--- src/rtl/calc_pkg.sv ---
// Shared calculator definitions: key codes, ALU op codes, FSM state encoding
// and small key-classification helpers used by main_fsb.
package calc_pkg;

   localparam logic [3:0] K_EQUAL = 4'd10;
   localparam logic [3:0] K_AC    = 4'd11;

   // ALU op codes are the operator key codes themselves
   localparam logic [3:0] OP_ADD  = 4'd12;
   localparam logic [3:0] OP_SUB  = 4'd13;
   localparam logic [3:0] OP_MUL  = 4'd14;
   localparam logic [3:0] OP_DIV  = 4'd15;

   localparam logic [2:0] ST_NUM1   = 3'd0;
   localparam logic [2:0] ST_NUM2   = 3'd1;
   localparam logic [2:0] ST_CALC   = 3'd2;
   localparam logic [2:0] ST_WAIT   = 3'd3;
   localparam logic [2:0] ST_RESULT = 3'd4;

   function automatic logic key_is_digit(input logic [3:0] k);
      return k <= 4'd9;
   endfunction

endpackage

--- src/rtl/main_fsb_if.sv ---
// Keypad / ALU / display bundle of the calculator FSM. master = the FSM,
// slave = the surrounding keypad, external ALU and display.
interface main_fsb_if #(
   parameter int WIDTH = 16
);
   logic             kbEN;
   logic [3:0]       pressedkey;
   logic [WIDTH-1:0] ALUNum1;
   logic [WIDTH-1:0] ALUNum2;
   logic [3:0]       ALUOp;
   logic [WIDTH-1:0] ALUres;
   logic [WIDTH-1:0] Display;

   modport master (
      input  kbEN, pressedkey, ALUres,
      output ALUNum1, ALUNum2, ALUOp, Display
   );

   modport slave (
      output kbEN, pressedkey, ALUres,
      input  ALUNum1, ALUNum2, ALUOp, Display
   );
endinterface

--- src/rtl/key_edge_det.sv ---
// Rising-edge detector for the keypad strobe: one key event per press,
// however long kbEN is held.
module key_edge_det (
   input  logic clk,
   input  logic reset,
   input  logic kb_en,
   output logic key_evt
);
   logic kb_prev_reg;

   always_ff @(posedge clk or negedge reset) begin
      if (!reset) kb_prev_reg <= 1'b0;
      else        kb_prev_reg <= kb_en;
   end

   assign key_evt = kb_en & ~kb_prev_reg;
endmodule

--- src/rtl/main_fsb.sv ---
// Four-function calculator control FSM driving an external registered ALU.
// Define CHAIN_RESULT_EN to let an operator key continue from the last result.
module main_fsb
   import calc_pkg::*;
#(
   parameter int         WIDTH      = 16,
   parameter int         MAX_DIGITS = 4,
   parameter logic [3:0] KEY_EQUAL  = K_EQUAL,
   parameter logic [3:0] KEY_AC     = K_AC,
   parameter logic [3:0] KEY_PLUS   = OP_ADD,
   parameter logic [3:0] KEY_MINUS  = OP_SUB,
   parameter logic [3:0] KEY_MULT   = OP_MUL,
   parameter logic [3:0] KEY_DIV    = OP_DIV
) (
   input  logic clk,
   input  logic reset,
   main_fsb_if.master bus
);
   localparam int CW = $clog2(MAX_DIGITS + 1);

   logic             key_evt;
   logic [3:0]       key;
   logic [2:0]       state_reg, state_next;
   logic [WIDTH-1:0] num1_reg, num1_next;
   logic [WIDTH-1:0] num2_reg, num2_next;
   logic [WIDTH-1:0] result_reg, result_next;
   logic [WIDTH-1:0] disp_reg, disp_next;
   logic [3:0]       op_reg, op_next;
   logic [CW-1:0]    ndig_reg, ndig_next;

   key_edge_det u_edge (
      .clk     (clk),
      .reset   (reset),
      .kb_en   (bus.kbEN),
      .key_evt (key_evt)
   );

   assign key = bus.pressedkey;

   function automatic logic is_op(input logic [3:0] k);
      return (k == KEY_PLUS) || (k == KEY_MINUS) || (k == KEY_MULT) || (k == KEY_DIV);
   endfunction

   function automatic logic [WIDTH-1:0] shift_in(input logic [WIDTH-1:0] v,
                                                 input logic [3:0] d);
      return v * WIDTH'(10) + WIDTH'(d);
   endfunction

   always_comb begin
      state_next  = state_reg;
      num1_next   = num1_reg;
      num2_next   = num2_reg;
      result_next = result_reg;
      disp_next   = disp_reg;
      op_next     = op_reg;
      ndig_next   = ndig_reg;

      // ALU sequencing runs regardless of keys; AC below still overrides it
      if (state_reg == ST_CALC) begin
         state_next = ST_WAIT;
      end else if (state_reg == ST_WAIT) begin
         result_next = bus.ALUres;
         disp_next   = bus.ALUres;
         state_next  = ST_RESULT;
      end

      if (key_evt) begin
         if (key == KEY_AC) begin
            num1_next   = '0;
            num2_next   = '0;
            result_next = '0;
            disp_next   = '0;
            op_next     = '0;
            ndig_next   = '0;
            state_next  = ST_NUM1;
         end else begin
            case (state_reg)
               ST_NUM1: begin
                  if (key_is_digit(key)) begin
                     if (ndig_reg < CW'(MAX_DIGITS)) begin
                        num1_next = shift_in(num1_reg, key);
                        disp_next = num1_next;
                        ndig_next = ndig_reg + CW'(1);
                     end
                  end else if (is_op(key)) begin
                     op_next    = key;
                     num2_next  = '0;
                     ndig_next  = '0;
                     state_next = ST_NUM2;
                  end
               end
               ST_NUM2: begin
                  if (key_is_digit(key)) begin
                     if (ndig_reg < CW'(MAX_DIGITS)) begin
                        num2_next = shift_in(num2_reg, key);
                        disp_next = num2_next;
                        ndig_next = ndig_reg + CW'(1);
                     end
                  end else if (is_op(key)) begin
                     op_next = key;
                  end else if (key == KEY_EQUAL) begin
                     state_next = ST_CALC;
                  end
               end
               ST_RESULT: begin
                  if (key_is_digit(key)) begin
                     num1_next  = WIDTH'(key);
                     disp_next  = WIDTH'(key);
                     ndig_next  = CW'(1);
                     state_next = ST_NUM1;
                  end else if (is_op(key)) begin
`ifdef CHAIN_RESULT_EN
                     num1_next  = result_reg;
                     op_next    = key;
                     num2_next  = '0;
                     ndig_next  = '0;
                     state_next = ST_NUM2;
`endif
                  end
               end
               default: ;
            endcase
         end
      end
   end

   always_ff @(posedge clk or negedge reset) begin
      if (!reset) begin
         state_reg  <= ST_NUM1;
         num1_reg   <= '0;
         num2_reg   <= '0;
         result_reg <= '0;
         disp_reg   <= '0;
         op_reg     <= '0;
         ndig_reg   <= '0;
      end else begin
         state_reg  <= state_next;
         num1_reg   <= num1_next;
         num2_reg   <= num2_next;
         result_reg <= result_next;
         disp_reg   <= disp_next;
         op_reg     <= op_next;
         ndig_reg   <= ndig_next;
      end
   end

   assign bus.ALUNum1 = num1_reg;
   assign bus.ALUNum2 = num2_reg;
   assign bus.ALUOp   = op_reg;
   assign bus.Display = disp_reg;
endmodule

--- src/flat_wrapper.sv ---
// flat-port wrapper written by rule: the top's interface ports become plain ports
module main_fsb_flat import calc_pkg::*;
#(
   parameter int         WIDTH      = 16,
   parameter int         MAX_DIGITS = 4,
   parameter logic [3:0] KEY_EQUAL  = K_EQUAL,
   parameter logic [3:0] KEY_AC     = K_AC,
   parameter logic [3:0] KEY_PLUS   = OP_ADD,
   parameter logic [3:0] KEY_MINUS  = OP_SUB,
   parameter logic [3:0] KEY_MULT   = OP_MUL,
   parameter logic [3:0] KEY_DIV    = OP_DIV
)
  (clk, reset, bus_kbEN, bus_pressedkey, bus_ALUres, bus_ALUNum1, bus_ALUNum2, bus_ALUOp, bus_Display);
  main_fsb_if #(.WIDTH(WIDTH)) bus_i ();
  input  logic clk;
  input  logic reset;
  input wire logic [$bits(bus_i.kbEN)-1:0] bus_kbEN;
  input wire logic [$bits(bus_i.pressedkey)-1:0] bus_pressedkey;
  input wire logic [$bits(bus_i.ALUres)-1:0] bus_ALUres;
  output wire logic [$bits(bus_i.ALUNum1)-1:0] bus_ALUNum1;
  output wire logic [$bits(bus_i.ALUNum2)-1:0] bus_ALUNum2;
  output wire logic [$bits(bus_i.ALUOp)-1:0] bus_ALUOp;
  output wire logic [$bits(bus_i.Display)-1:0] bus_Display;
  assign bus_i.kbEN = bus_kbEN;
  assign bus_i.pressedkey = bus_pressedkey;
  assign bus_i.ALUres = bus_ALUres;
  assign bus_ALUNum1 = bus_i.ALUNum1;
  assign bus_ALUNum2 = bus_i.ALUNum2;
  assign bus_ALUOp = bus_i.ALUOp;
  assign bus_Display = bus_i.Display;
  main_fsb #(.WIDTH(WIDTH), .MAX_DIGITS(MAX_DIGITS), .KEY_EQUAL(KEY_EQUAL), .KEY_AC(KEY_AC), .KEY_PLUS(KEY_PLUS), .KEY_MINUS(KEY_MINUS), .KEY_MULT(KEY_MULT), .KEY_DIV(KEY_DIV)) u_core (.clk(clk), .reset(reset), .bus(bus_i));
endmodule
--- config.mk ---
export PLATFORM = sky130hd
export DESIGN_NAME = main_fsb_flat
export DESIGN_NICKNAME = d
export VERILOG_FILES = /design/src/rtl/calc_pkg.sv /design/src/rtl/main_fsb_if.sv /design/src/rtl/key_edge_det.sv /design/src/rtl/main_fsb.sv /design/src/flat_wrapper.sv
export SDC_FILE = /design/constraint.sdc
export NUM_CORES = 1
export LEC_CHECK = 0
export ABC_AREA = 1
export CAP_MARGIN = 20
export CORE_UTILIZATION = 51
export DETAILED_ROUTE_END_ITERATION = 10
export GPL_ROUTABILITY_DRIVEN = 1
export PLACE_DENSITY = 0.78
export SKIP_LAST_GASP = 1
export SLEW_MARGIN = 20
export SYNTH_ARGS = -nofsm -noshare
export SYNTH_HDL_FRONTEND = slang
export SYNTH_SLANG_ARGS = --single-unit
--- constraint.sdc ---
create_clock -name clk -period 2.9 [get_ports clk]
set_clock_uncertainty 0.2 [all_clocks]
set_input_delay 0.29 -clock clk [delete_from_list [all_inputs] [get_ports clk]]
set_output_delay 0.29 -clock clk [all_outputs]
set_load 0.02 [all_outputs]
==> run metrics, run 1 <==
largest net degree at the start of global routing=60; area grow syn2layout=38.22%; Post-synth EDFFs=0; vias in the first global route=6161; RSZ-0062 raised after global routing=true; cell taking the most area after synthesis=dfrtp_1; worst path required time=2.95 ns; hpwl dp=13.29 mm; Final period util=1.067; status=complete, but fails checks; total power=8.153 mW; GRT Resource Usage Total=0.3140; Min-Delay Path Class=input port to register; Syn. warnings=0; Synth Area in Adders=0.1319; Routability Congestion=0.9327; initial antenna violation count=0; grt total ovfl=0; Syn Area/Cell=6.739 sq um; CP Max Fanout=4; highest cell delay on the worst timing path=0.47 ns; endpoints failing setup=13; max-cap viol count=0; violated checks=setup timing; area post-placement=7249 sq um; WP buf/inv=0; compound-cell area share of the yosys netlist=0.1395; Rel. slew slack=0.2973; Max Slew Vio Count=0; core box area=10790 sq um; fillcell total=858; final hold viol count=0; Initial Util=0.5220; Crit path max-delay family=simple AND/OR/NAND/NOR gates; WL final=17.52 mm; Vias per Instance=5.555; die area=11470 sq um; clock root cell=clkbuf_8; clock buffer depth=2; post-route ant nets=0; Sink Count=59; H-tree level count=3; Syn Inst Count=836; post-synth top area share=0.2620; Hold Path End=u_core.u_edge.kb_prev_reg; die width=107.1 microns; Multi-input gate area=3905 sq um; ys async rst share=1.000; Reg2Reg Launch Point=u_core.bus.ALUNum2[2]; Fmax=323.0 MHz; crit-path most repeated cell=nand2_1; CTS tree=done; worst vdd ir=0.5613 mV; CP startpoint kind=register; # rows=38; fin worst setup slack=-0.1956 ns; R2R setup slack=-0.20 ns; Max stage delay cell, worst path=dfrtp_2; simple-gate portion of the synthesized area=0.3427; post-route cell area=7787 sq um; count leader, synth=nand2_1; # DRC=0; worst r2r dst=u_core.bus.Display[12]; Worst setup EP type=register; worst path cell trace=ha_2 > ha_4 > fa_2 > nand3_4 > nand3_4 > xor2_4 > nor3b_4 > nand3_2 > nor2_2 > nand2_1 > nand3_2 > nand3_1 > nand2_1 > nand2_1 > nand2_1 > nand2_1; first-pass GRT wire length=28.26 mm; Synth Register Bits=59; FF+latch area=1484 sq um; synth cell count leaders=262 x nand2_1, 102 x inv_1, 68 x o21ai_0; Die Ht=107.1 microns; min-delay src=bus_kbEN; Setup Crit Path Kind=register to register; nets=1098; final setup TNS=-1.327 ns; Static Leak=4.035 nW; register area share after synthesis=0.2620; clk_lat worst skew=0.36 ns; Top FF cell, synth=dfrtp_1; buffers added on ports=74; synth top area cells=dfrtp_1 26%, nand2_1 17%, ha_1 12%, inv_1 6.8%, o21ai_0 6.0%; share of layout cells above drive strength 1=0.2209; Post-Syn Area=5634 sq um; Top Ports=75; Hold Crit Depth=1; worst path arrival time=3.15 ns; Routed WL per cell=15.06 microns; largest family of logic cells by synthesized area=simple AND/OR/NAND/NOR gates; clock buffer count from CTS=9; Syn Nets=916; clock slew at reported path FFs=0.08 ns; Yosys cell types=46; FF-to-FF path depth=16; vias post-DR=6461; mux share of post-synthesis cell area=0.01621; drt pass-1 iters=7; Synth Area in XOR/XNOR=0.01843; antenna cells=0; Starting DRT DRC Count=496; min cycle time layout=3.096 ns; Worst Tran Pin Value=1.050 ns; power density over the cells=1047 nW/um^2
cell type report:
type	instances	area share
clock buffers	10	0.01767
repair buffers	183	0.2045
inverters	113	0.05495
well taps	140	0.02249
multi-input cells	652	0.5014
clock inverters	6	0.008355
flip-flops and latches	59	0.1906
power breakdown:
group / switching [mW] / internal (mW) / total (mW)
Combinational: 3.34 / 2.57 / 5.91
Clock: 0.372 / 0.418 / 0.790
Sequential: 0.315 / 1.14 / 1.45
what timing repair did:
action / in CTS / in global routing
gates resized for setup: 24 / 35
hold buffers: 1 / 0
setup endpoints to repair: 16 / 23
pin swaps: 12 / 17
endpoints found under the hold margin: 59 / 0
setup buffers: 5 / 13
cell usage in the layout (no fill, tap or decap), types with 3 or more instances in the layout:
| master | Yosys | routed |
|---|---|---|
| nor2_2 | 12 | 13 |
| clkinvlp_4 | 0 | 4 |
| nand4_1 | 21 | 21 |
| xor2_1 | 4 | 3 |
| xnor2_1 | 6 | 6 |
| nand2_1 | 262 | 250 |
| a21oi_1 | 33 | 33 |
| nand3_2 | 2 | 6 |
| nor2_4 | 5 | 7 |
| buf_4 | 0 | 103 |
| nand2_2 | 5 | 17 |
| nand3_1 | 55 | 49 |
| nor2_1 | 61 | 58 |
| o21ai_0 | 68 | 54 |
| ha_4 | 0 | 8 |
| buf_6 | 3 | 3 |
| o21ai_2 | 10 | 17 |
| clkbuf_8 | 0 | 10 |
| o21bai_1 | 3 | 3 |
| nand3b_1 | 6 | 6 |
| inv_1 | 102 | 102 |
| o21ai_1 | 4 | 11 |
| dfrtp_2 | 0 | 6 |
| ha_2 | 0 | 3 |
| dfrtp_1 | 59 | 53 |
| ha_1 | 53 | 42 |
| nor3_1 | 4 | 4 |
| inv_2 | 7 | 7 |
| mux2i_1 | 8 | 8 |
| o211ai_1 | 4 | 4 |
| clkdlybuf4s50_1 | 0 | 73 |
layer usage:
layer | vias up | GRT usage | share of wire
li1 | 3118 | - | -
met2 | 290 | 0.5350 | 0.48
met4 | 0 | 0.1262 | 0.033
met1 | 2998 | 0.3978 | 0.41
met5 | - | 0 | 0
met3 | 55 | 0.04681 | 0.071
worst max path at each step:
stage / depth (start not counted) / start / to / slack (ns)
after floorplan: 18 / u_core.bus.ALUNum1[3] / u_core.bus.Display[14] / -0.06
after global placement: 21 / u_core.bus.ALUNum1[3] / u_core.bus.Display[14] / -0.11
after detailed placement: 18 / u_core.bus.ALUNum1[3] / u_core.bus.Display[14] / -0.23
after CTS: 18 / u_core.bus.ALUNum1[3] / u_core.bus.Display[14] / -0.08
after global routing: 19 / u_core.bus.ALUNum1[3] / u_core.bus.Display[15] / -0.38
final: 16 / u_core.bus.ALUNum2[2] / u_core.bus.Display[12] / -0.20
kinds of logic after synthesis:
group,Yosys count
buffers and inverters,125
xor gates and xnor gates,11
adders and majority gates,57
AOI/OAI and AO/OA,137
DFF,59
and+or+nand+nor,438
muxes,9
stage by stage:
stage	hold slack [ns]	cells	utilization	worst slack [ns]
6_report	0.2081	1163	0.7215	-0.1956
5_1_grt	0.2201	1163	0.7215	-0.3850
4_1_cts	0.2158	1152	0.7035	-0.08224
3_5_place_dp	0.1211	1130	0.6717	-0.2333
3_3_place_gp	0.1226	1130	0.6717	-0.1071
2_1_floorplan	-0.2056	836	-	-0.06365
No activity file was read; power rests on OpenSTA's default activity.
==> inputs of run 2 (changes only) <==
==> constraint.sdc (replaced) <==
create_clock -name clk -period 2.9 [get_ports clk]
set_clock_uncertainty 0.2 [all_clocks]
set_input_delay 0.29 -clock clk [delete_from_list [all_inputs] [get_ports clk]]
set_output_delay 0.29 -clock clk [all_outputs]
set_load 0.1 [all_outputs]
==> run metrics, run 2 (synthesis gave the netlist of run 1 again) <==
Routability Congestion=0.9255 (-0.77%); worst path cell trace=buf_4 > ha_4 > ha_4 > nand2_1 > nand2_1 > buf_4 > nand2_1 > nand4_1 > nand2_2 > buf_4 > nand3_2 > nor2_2 > nand3_1 > nand3_2 > buf_4 > buf_6 > o22ai_2; Sink Count=59 (unchanged); Routed WL per cell=15.63 microns (+3.8%); crit-path most repeated cell=buf_4; worst vdd ir=1.110 mV (+98%); met2 usage=0.5235 (-0.01152); Top Ports=75 (unchanged); endpoints failing setup=15 (+2); min-delay src=bus_kbEN; area post-placement=7186 sq um (-0.88%); core box area=10790 sq um (unchanged); area grow syn2layout=40.97%; share of layout cells above drive strength 1=0.3298 (+0.1088); commonest non-fill, non-tap cell in the layout=nand2_1; CTS tree=done; clock buffer count from CTS=9 (unchanged); die width=107.1 microns (unchanged); Worst setup EP type=register; Max Slew Vio Count=0 (unchanged); Final period util=1.081 (+0.01345); FF-to-FF path depth=17 (+1); clock root cell=clkbuf_8; Starting DRT DRC Count=500 (+0.81%); met1 Use GR=0.3890 (-0.008728); # rows=38 (unchanged); CP Max Fanout=6 (+2); first-pass GRT wire length=27.44 mm (-2.9%); vias in the first global route=6008 (-2.5%); Hold Path End=u_core.u_edge.kb_prev_reg; status=complete, but fails checks; RSZ-0062 raised after global routing=true; M3 GR Usage=0.04012 (-0.006687); worst path required time=2.91 ns (-0.04 ns); grt total ovfl=0 (unchanged); # DRC=0 (unchanged); die area=11470 sq um (unchanged); most frequent cells in the layout=233 x nand2_1, 153 x buf_4, 99 x inv_1, 52 x nor2_1, 48 x nand3_1; Reg2Reg Launch Point=u_core.bus.ALUNum2[3]; fin worst setup slack=-0.2347 ns (-0.03902 ns); Hold Crit Depth=1 (unchanged); Initial Util=0.5220 (unchanged); hpwl dp=13.05 mm (-1.8%); H-tree level count=3 (unchanged); worst r2r dst=u_core.bus.ALUNum2[14]; Die Ht=107.1 microns (unchanged); min cycle time layout=3.135 ns (+0.03902 ns); worst path arrival time=3.15 ns (about the same); nets=1100 (+0.18%); GRT Resource Usage Total=0.3030 (-0.01101); drt pass-1 iters=5 (-2); Static Leak=4.148 nW (+2.8%); clock slew at reported path FFs=0.07 ns (about the same); vias post-DR=6460 (-0.015%); Min-Delay Path Class=input port to register; post-route cell area=7943 sq um (+2.0%); antenna cells=0 (unchanged); highest cell delay on the worst timing path=0.51 ns (+0.04 ns); R2R setup slack=-0.23 ns (-0.04 ns); buffers added on ports=74 (unchanged); violated checks=setup timing; WL final=18.21 mm (+4.0%); largest net degree at the start of global routing=39 (-35%); Top Usage Layer GRT=met2; clk_lat worst skew=0.35 ns (about the same); Max stage delay cell, worst path=dfrtp_4; Setup Crit Path Kind=register to register; Vias per Instance=5.545 (-0.19%); CP startpoint kind=register; initial antenna violation count=0 (unchanged); Rel. slew slack=0.3197 (+0.02249); total power=10.05 mW (+23%); post-route ant nets=0 (unchanged); max-cap viol count=0 (unchanged); final hold viol count=0 (unchanged); Fmax=319.0 MHz (-1.2%); power density over the cells=1266 nW/um^2 (+21%); Worst Tran Pin Value=1.017 ns (-0.03360 ns); clock buffer depth=2 (unchanged)
-- run 2: changes by cell type in the layout (fill, tap and decap cells not counted), moves of 9 or more --
cell             previous run  this run
buf_4                     103       153
clkdlybuf4s50_1            73        21
dfrtp_1                    53        34
dfrtp_2                     6        15
dfrtp_4                     0        10
nand2_1                   250       233
nand2_2                    17        31
o21ai_0                    54        44
-- run 2: through the flow --
stage                     setup TNS [ns]    util  instances  hold slack, ns  setup slack [ns]
after floorplan                  -0.8197       -        836         -0.2056           -0.2129
after global placement            -1.326  0.6658       1129         0.09454           -0.1778
after detailed placement          -2.006  0.6658       1129         0.09935           -0.2238
after CTS                        -0.4905  0.6982       1152          0.2042           -0.1452
after global routing              -4.627  0.7359       1165          0.2362           -0.4579
final                             -2.124  0.7359       1165          0.1993           -0.2347
-- run 2: layer usage --
metal	part of all wire	routed length, microns
met5	0	0
met3	0.065	1176
met1	0.42	7657
met4	0.023	413
met2	0.49	8963
-- run 2: repair_timing --
action,CTS,global route
setup endpoints to repair,13,23
gates resized for setup,31,81
buffers inserted,7,16
hold endpoints to repair,21,0
pin swaps,25,36
hold buffers,1,0
-- run 2: critical path, delay by kind of cell (launching register included) --
kind | cells | cell delay (ns)
buffers and inverters | 5 | 0.64
flip-flops | 1 | 0.51
adder cells (fa/ha/maj) | 2 | 0.52
AO/OA/AOI/OAI | 1 | 0.05
AND/OR/NAND/NOR | 9 | 1.07
-- run 2: how the worst max path moves through the flow --
| stage | startpoint | end | cells past startpoint |
|---|---|---|---|
| 6_report | u_core.bus.ALUNum2[3] | u_core.bus.ALUNum2[14] | 17 |
| 3_3_place_gp | u_core.bus.ALUNum1[3] | u_core.bus.Display[14] | 18 |
| 3_5_place_dp | u_core.bus.ALUNum1[3] | u_core.bus.Display[14] | 18 |
| 5_1_grt | u_core.bus.ALUNum1[3] | u_core.bus.Display[14] | 18 |
| 4_1_cts | u_core.bus.ALUNum1[3] | u_core.bus.Display[14] | 18 |
| 2_1_floorplan | u_core.bus.ALUNum1[3] | u_core.bus.Display[14] | 18 |
-- run 2: power by group --
| part | internal, mW | switching (mW) |
|---|---|---|
| clock | 0.416 | 0.364 |
| sequential | 1.18 | 0.339 |
| combinational | 2.62 | 5.13 |
| total | 4.22 | 5.84 |
-- run 2: layout make-up --
cell class                      instances  area [sq um]
Tap cell                              140         175.2
Fill cell                             821          2850
Clock buffer                           11         141.4
Multi-Input combinational cell        652          4120
Sequential cell                        59          1533
Timing Repair Buffer                  185          1493
Inverter                              113         427.9
Clock inverter                          5         52.55
